===== config.mk =====
export PLATFORM = sky130hd
export DESIGN_NAME = sprite_rom_arbiter
export DESIGN_NICKNAME = d
export VERILOG_FILES = /design/src/rtl/sprite_arb_pkg.sv /design/src/rtl/sprite_rr_pick.sv /design/src/rtl/sprite_rom_arbiter.sv
export SDC_FILE = /design/constraint.sdc
export NUM_CORES = 1
export LEC_CHECK = 0
export ABC_AREA = 1
export CORE_MARGIN = 1.5
export CORE_UTILIZATION = 40
export CTS_CLUSTER_DIAMETER = 30
export CTS_CLUSTER_SIZE = 24
export DETAILED_ROUTE_END_ITERATION = 10
export GPL_ROUTABILITY_DRIVEN = 0
export GPL_TIMING_DRIVEN = 0
export PLACE_DENSITY_LB_ADDON = 0.1
export SETUP_SLACK_MARGIN = 0.1
export SKIP_LAST_GASP = 1
export SLEW_MARGIN = 20
export SYNTH_ARGS = -nofsm -noshare
export SYNTH_HDL_FRONTEND = slang
export SYNTH_SLANG_ARGS = --single-unit

===== constraint.sdc =====
create_clock -name clk -period 2.7 [get_ports clk]
set_clock_uncertainty 0.05 [all_clocks]
set_input_delay 0.27 -clock clk [delete_from_list [all_inputs] [get_ports clk]]
set_output_delay 0.27 -clock clk [all_outputs]
set_load 0.005 [all_outputs]

===== src/rtl/sprite_arb_pkg.sv =====
// sprite_arb_pkg: shared state encoding and default sizes for the sprite ROM arbiter
package sprite_arb_pkg;
  localparam int NUM_REQ_DEF = 4;
  localparam int ADDR_W_DEF = 16;
  localparam int DATA_W_DEF = 8;
  typedef enum logic [1:0] {
    IDLE    = 2'd0,
    ISSUE   = 2'd1,
    CAPTURE = 2'd2,
    DONE    = 2'd3
  } state_t;
endpackage


===== src/rtl/sprite_rr_pick.sv =====
// sprite_rr_pick: combinational round-robin winner search starting after last_winner
module sprite_rr_pick
  import sprite_arb_pkg::*;
#(
  parameter int NUM_REQ = NUM_REQ_DEF,
  parameter int IW = $clog2(NUM_REQ)
) (
  input  logic [NUM_REQ-1:0] req,
  input  logic [IW-1:0]      last_winner,
  output logic [NUM_REQ-1:0] pick,
  output logic [IW-1:0]      index,
  output logic               any
);
  logic          found;
  logic [IW-1:0] j;
  assign any = |req;
  // walk the ring from last_winner+1; the first set request wins
  always_comb begin
    pick = '0;
    index = '0;
    found = 1'b0;
    j = '0;
    for (int k = 1; k <= NUM_REQ; k++) begin
      j = IW'((int'(last_winner) + k) % NUM_REQ);
      if (!found && req[j]) begin
        found = 1'b1;
        pick[j] = 1'b1;
        index = j;
      end
    end
  end
endmodule


===== src/rtl/sprite_rom_arbiter.sv =====
// sprite_rom_arbiter: round-robin access to a shared sync sprite ROM; SPRITE_ARB_BLANK_GATE_EN blocks new grants during blank
module sprite_rom_arbiter
  import sprite_arb_pkg::*;
#(
  parameter int NUM_REQ = NUM_REQ_DEF,
  parameter int ADDR_W = ADDR_W_DEF,
  parameter int DATA_W = DATA_W_DEF
) (
  input  logic                      clk,
  input  logic                      rst,
  input  logic [NUM_REQ-1:0]        req,
  input  logic [NUM_REQ*ADDR_W-1:0] addr,
  input  logic                      blank,
  output logic [NUM_REQ-1:0]        gnt,
  output logic [NUM_REQ-1:0]        rd_valid,
  output logic [DATA_W-1:0]         rd_data,
  output logic [ADDR_W-1:0]         rom_addr,
  output logic                      rom_en,
  input  logic [DATA_W-1:0]         rom_data,
  output logic                      busy
);
  localparam int IW = $clog2(NUM_REQ);
  state_t              state_q, state_d;
  logic [NUM_REQ-1:0]  gnt_q, gnt_d, rd_valid_q, rd_valid_d, pick;
  logic [DATA_W-1:0]   rd_data_q, rd_data_d;
  logic [ADDR_W-1:0]   rom_addr_q, rom_addr_d;
  logic                rom_en_q, rom_en_d, any, arb_ok;
  logic [IW-1:0]       last_q, last_d, idx;
`ifdef SPRITE_ARB_BLANK_GATE_EN
  assign arb_ok = ~blank;
`else
  logic unused_blank;
  assign unused_blank = blank;
  assign arb_ok = 1'b1;
`endif
  sprite_rr_pick #(.NUM_REQ(NUM_REQ), .IW(IW)) u_pick (
    .req(req),
    .last_winner(last_q),
    .pick(pick),
    .index(idx),
    .any(any)
  );
  assign gnt = gnt_q;
  assign rd_valid = rd_valid_q;
  assign rd_data = rd_data_q;
  assign rom_addr = rom_addr_q;
  assign rom_en = rom_en_q;
  assign busy = state_q != IDLE;
  // next-state and registered outputs; rom_en/rd_valid are set on entry to ISSUE/DONE
  always_comb begin
    state_d = state_q;
    gnt_d = gnt_q;
    rd_valid_d = '0;
    rd_data_d = rd_data_q;
    rom_addr_d = rom_addr_q;
    rom_en_d = 1'b0;
    last_d = last_q;
    unique case (state_q)
      IDLE: if (any && arb_ok) begin
        state_d = ISSUE;
        gnt_d = pick;
        last_d = idx;
        rom_addr_d = addr[idx*ADDR_W +: ADDR_W];
        rom_en_d = 1'b1;
      end
      ISSUE: state_d = CAPTURE;
      CAPTURE: begin
        rd_data_d = rom_data;
        rd_valid_d = gnt_q;
        state_d = DONE;
      end
      DONE: begin
        gnt_d = '0;
        state_d = IDLE;
      end
    endcase
  end
  // state and output registers; reset aborts any transaction in flight
  always_ff @(posedge clk or posedge rst) begin
    if (rst) begin
      state_q <= IDLE;
      gnt_q <= '0;
      rd_valid_q <= '0;
      rd_data_q <= '0;
      rom_addr_q <= '0;
      rom_en_q <= 1'b0;
      last_q <= IW'(NUM_REQ - 1);
    end else begin
      state_q <= state_d;
      gnt_q <= gnt_d;
      rd_valid_q <= rd_valid_d;
      rd_data_q <= rd_data_d;
      rom_addr_q <= rom_addr_d;
      rom_en_q <= rom_en_d;
      last_q <= last_d;
    end
  end
endmodule


Yosys cells after proc, flatten, opt, wreduce, memory -nomap -nowiden. Index checks and enable logic that the tools add are counted.

Add/subtract/negate cells: 4. Order comparisons: 8. Eq/ne operators: 4. Shift operators: 1. Mux-type cells: 34. Bitwise logic cells: 3. Reductions and logical operators: 16.

Operators with widths (number): 64-bit by 7-bit indexed part select with 16-bit output (1); 4-bit 2-to-1 mux (6); 1-bit 2-to-1 mux (13); 2-bit by 3-bit less-than comparator with 1-bit output, second input constant (4); 4-bit OR (3); 2-bit 2-to-1 mux (5); 1-bit binary-select mux with 2-bit select (4); 1-bit demux with 2-bit select (4); 2-bit by 1-bit greater-or-equal comparator with 1-bit output, second input constant (4); 2-bit one-hot mux with 4 select lines (1); 4-bit one-hot mux with 2 select lines (1); 1-bit logical AND (7); 2-bit by 1-bit adder with 2-bit output, second input constant (2); 2-bit adder, second input constant (2); 2-bit == test, second input constant (2); 2-bit AND reduction (2); 2-bit nonzero test (2); 4-bit OR reduction (1); 1-bit logical NOT (3); 2-bit by 1-bit == test with 1-bit output, second input constant (1); 2-bit logical NOT (1); 2-bit inequality test, second input constant (1).

Register bits after elaboration: 37. Input bits: 79. Output and inout port bits: 34. Logic and storage cells: 77.

Longest topological paths before layout.
Word-level depth: 15. Depth in mapped cells: 16. Gate-level depth less buffers: 14.

Hierarchy. From an unflattened synthesis, not the netlist that was laid out.

Cells, all modules: 379. Area, all modules: 2612.5 µm².

By module, submodules not included: sprite_rom_arbiter (times used 1, cells each 293, area an instance 2084.5 µm², seq. area each 928.4 µm²); sprite_rr_pick (times used 1, cells each 86, area an instance 528.0 µm², seq. area each 0.0 µm²).

Worst setup path after synthesis. No wires, ideal clock.

Kind: flip-flop to flip-flop. From: reg last_q[0]. To: reg rom_addr_q[12], in the netlist rom_addr[12]. Data arrival time: 2194 ps. Required time: 2533 ps. Slack: 339 ps. Stages on the path, launching flop included: 17. Cells stage by stage: dfstp_2 > buf_6 > inv_6 > ha_1 > inv_1 > nand3_2 > nand2_4 > inv_2 > nand3_1 > nand2_1 > nand2_1 > nand2_1 > nand2_4 > buf_12 > nand3_1 > nand3_1 > nand2_1.

Longest elaborated chain between the ends: 14.

Ends and longest elaborated chain: start, declared (RTL line sprite_rom_arbiter.sv:28) `logic [IW-1:0] last_q, last_d, idx;`; start signal, assigned (RTL line sprite_rom_arbiter.sv:87) `last_q <= IW'(NUM_REQ - 1);`; start signal, assigned (RTL line sprite_rom_arbiter.sv:95) `last_q <= last_d;`; 2-bit by 1-bit adder with 2-bit output (RTL line sprite_rr_pick.sv:24) `j = IW'((int'(last_winner) + k) % NUM_REQ);`; 1-bit binary-select mux with 2-bit select (RTL line sprite_rr_pick.sv:25) `if (!found && req[j]) begin`; 1-bit 2-to-1 mux (implied by the code) (RTL line sprite_rr_pick.sv:25); 1-bit 2-to-1 mux (RTL line sprite_rr_pick.sv:25); 1-bit logical NOT (RTL line sprite_rr_pick.sv:25); 1-bit logical AND (RTL line sprite_rr_pick.sv:25); 1-bit 2-to-1 mux (RTL line sprite_rr_pick.sv:25); 1-bit logical NOT (RTL line sprite_rr_pick.sv:25); 1-bit logical AND (RTL line sprite_rr_pick.sv:25); 1-bit 2-to-1 mux (RTL line sprite_rr_pick.sv:25); 1-bit logical NOT (RTL line sprite_rr_pick.sv:25); 1-bit logical AND (RTL line sprite_rr_pick.sv:25); 2-bit 2-to-1 mux (*) (RTL line sprite_rr_pick.sv:25); 64-bit by 7-bit indexed part select with 16-bit output (*) (RTL line sprite_rom_arbiter.sv:63) `rom_addr_d = addr[idx*ADDR_W +: ADDR_W];`; end signal, assigned (RTL line sprite_rom_arbiter.sv:93) `rom_addr_q <= rom_addr_d;`; end, declared (RTL line sprite_rom_arbiter.sv:26) `logic [ADDR_W-1:0] rom_addr_q, rom_addr_d;`.

Every way passes the cells marked *; elsewhere a longest branch is shown, timed or not. The select of a mux whose other input is x is not followed. A chain may end at the register's enable or synchronous reset.

Worst setup path after layout.
From: reg last_q[1]. To: reg rom_addr_q[7], in the netlist rom_addr[7].

Same word-level chain as after synthesis.

==> metrics.md <==
| Metric | Value |
|---|---|
| Starting DRT DRC Count | `141` |
| Die H | `83.0 um` |
| DR DRC count | `0` |
| Seq cells post-synth | `37` |
| Crit share post-route | `0.913` |
| Least-Margin Pin Slew | `0.543 ns` |
| Pre-Repair DR Iteration Count | `4` |
| Leakage power | `1.90 nW` |
| Critical Path Start | `last_q[1]$_DFFE_PP1P_` |
| Share of post-route cells with drive strength above 1 | `0.175` |
| Startpoint types | `flip-flop` |
| Clk_lat worst skew | `0.30 ns` |
| Max cap viols | `0` |
| Port bufs | `111` |
| Fin. max-slew vios | `0` |
| Remaining Overflow, GRT | `0` |
| Cell Chain, Critical Path | `clkinvlp_4, ha_4, inv_1, nand3_2, nand2_4, nor2_8, nand4_4, buf_2, nand3_1, nand3_1, nand3_1, nand2_1` |
| Core area | `6060 um^2` |
| Commonest non-fill, non-tap cell in the layout | `clkdlybuf4s50_1` |
| Largest net degree at the start of global routing | `21` |
| RSZ-0062 raised after global routing | `no` |
| Relative slew slack | `0.634` |
| Worst path slowest cell | `dfstp_2` |
| Total power | `0.00590 W` |
| P&R area growth vs syn | `58.3%` |
| VDD IR max | `0.000867 V` |
| Worst hold path class | `primary input to async pin` |
| Sw Pwr | `0.00277 W` |
| Largest delay share family, worst path | `simple AND/OR/NAND/NOR gates` |
| H-tree depth | `2` |
| I/O pins | `113` |
| Buf/Inv on CP | `3` |
| Fmax | `0.406 GHz` |
| Synth top area share | `0.342` |
| Distinct cells, synth | `32` |
| Final setup TNS | `0 ns` |
| # rows | `28` |
| Reg2reg start | `last_q[1]$_DFFE_PP1P_` |
| Post-Syn Area | `2560 um^2` |
| Minimum clock period | `2.47 ns` |
| Share of power burned in the clock network | `0.085` |
| Hold_buf cts | `0` |
| Status | `completed` |
| Async set or reset register ratio after synthesis | `1.00` |
| Clock sinks | `37` |
| Area contributors post-synth | `dfrtp_1, nand3_1, nand2_1, ha_1, mux2_2` |
| DRT antenna net count | `0` |
| # diodes | `0` |
| Register area share after synthesis | `0.363` |
| Hold Fails Final Rpt | `0` |
| HPWL after DPL | `5500 um` |
| Initial antenna violation count | `0` |
| First-pass GRT wire length | `11800 um` |
| CP Max Fanout | `10` |
| CTS tree | `yes` |
| Via-to-Cell Ratio | `5.05` |
| Syn_nets | `415` |
| Worst EP required | `2.85 ns` |
| DRT Wirelength | `7330 um` |
| Drt wl/cell | `13.8 um` |
| DR vias | `2691` |
| Most frequent cells in the layout | `clkdlybuf4s50_1, nand2_1, nand3_1` |
| Worst setup margin | `0.234 ns` |
| Vias in the first global route | `2521` |
| Setup crit end kind | `flip-flop` |
| PwrDens | `1460 nW/um^2` |
| Crit path DAT | `2.62 ns` |
| Worst-path clk slew | `0.08 ns` |
| Pre-CTS setup slack | `0.0550 ns` |
| Synth Warn # | `0` |
| Max incr delay on CP | `0.61 ns` |
| Total Routing Usage GR | `0.211` |
| Fill cells | `522` |
| Cells after Synth | `324` |
| Worst path most repeated cell | `nand3_1` |
| Synth area leader | `dfrtp_1` |
| Seq pwr share | `0.163` |
| Root Buffer | `clkbuf_8` |
| Setup violators final | `0` |
| Number of flops mapped to enable cells by yosys | `0` |
| Worst setup path class | `flip-flop to flip-flop` |
| Final nets | `548` |
| CTS buffer count | `5` |
| Die X | `83.0 um` |
| Syn_area_per_cell | `7.89 um^2` |
| Clock buffer depth | `2` |
| DIE AREA | `6880 um^2` |
| Combinational share of power | `0.751` |
| Starting Density | `0.422` |
| Int Pwr | `0.00313 W` |
| Switch share | `0.469` |
| Synth Flop Type | `dfrtp_1` |
-- registers in the layout (all words and copies together) (netlist names) --
signal and count:
rd_valid 4, last_q 2, rom_en 1, rd_data 8, gnt 4, rom_addr 16, state_q 2
-- through the flow --
step	instance area, um^2	util	std cells	hold WS (ns)
finish	4050	0.668	533	0.228
global route	4050	0.668	533	0.248
CTS	3920	0.647	519	0.241
detailed placement	3790	0.625	511	0.415
global placement	3760	0.621	510	0.413
floorplan	2560	-	324	0.372
-- worst reg2reg max path: cells and delay by family, from the launching register on --
family	cells	cell delay [ns]
AND/OR/NAND/NOR	8	0.89
flip-flops	1	0.61
buffers and inverters	3	0.50
adder cells (fa/ha/maj)	1	0.33
-- power groups by stage --
stage                     Sequential [W]  Clock [W]  Combinational (W)
after global placement          0.000968          0            0.00391
after detailed placement        0.000975          0            0.00399
final                           0.000964   0.000504            0.00443
after global routing             0.00100   0.000537            0.00489
after floorplan                 0.000979          0            0.00278
after CTS                       0.000968   0.000513            0.00405
-- cells by family (layout without fill, tap and decap cells) --
| family | after synthesis | in the layout | synth area share |
|---|---|---|---|
| buffers and inverters | 43 | 177 | 0.0856 |
| muxes | 8 | 8 | 0.0352 |
| AOI/OAI and AO/OA | 22 | 22 | 0.0558 |
| and+or+nand+nor | 202 | 202 | 0.402 |
| adders and majority gates | 12 | 12 | 0.0587 |
| DFF | 37 | 37 | 0.363 |
-- synthesized netlist by cell type (2+ instances only) --
cell type / n
nand2_1: 97
nand2_2: 3
nand3_1: 79
a22oi_1: 4
a21oi_1: 4
mux2_2: 8
o21ai_0: 7
nor2_4: 2
o22ai_1: 4
dfstp_2: 2
inv_1: 21
ha_1: 12
dfrtp_1: 35
nand3_2: 8
clkbuf_1: 4
nor2_1: 2
buf_2: 5
buf_4: 4
inv_2: 4
buf_6: 2
nand2_4: 6
-- layout make-up --
class | instances | area [um^2] | area share
multi-input combinational | 244 | 1430 | 0.353
timing repair buffer | 126 | 1240 | 0.307
sequential | 37 | 928 | 0.229
buffer | 16 | 130 | 0.0321
inverter | 27 | 110 | 0.0272
tap | 75 | 93.8 | 0.0232
clock buffer | 5 | 68.8 | 0.0170
clock inverter | 3 | 46.3 | 0.0114
-- layer usage --
layer  track usage  wire length, um  vias up
met4        0.0788              162        0
met1         0.253             3050     1215
met2         0.367             3650      118
met5             0                0        -
li1              -                -     1344
met3        0.0477              474       14
-- final timing paths --
| check | to | slack, ns | cells after the start |
|---|---|---|---|
| setup / recovery | rom_addr[7]$_DFFE_PP0P_ | 0.23 | 12 |
| hold / removal | rd_data[3]$_DFFE_PP0P_ | 0.23 | 2 |
| setup reg to reg | rom_addr[7]$_DFFE_PP0P_ | 0.23 | 12 |
| hold reg to reg | rom_addr[0]$_DFFE_PP0P_ | 0.44 | 2 |
| max in group asynchronous | last_q[1]$_DFFE_PP1P_ | 1.85 | 3 |
| min in group clk | rom_addr[0]$_DFFE_PP0P_ | 0.44 | 2 |
-- repair_timing --
item | 4_1_cts | 5_1_grt
gates resized for setup | 3 | 9
setup endpoints to repair | 16 | 17
setup buffers | 0 | 14
pin swaps | 0 | 4
gates cloned | 0 | 0
Note: power is estimated with default switching activity, not from simulation.
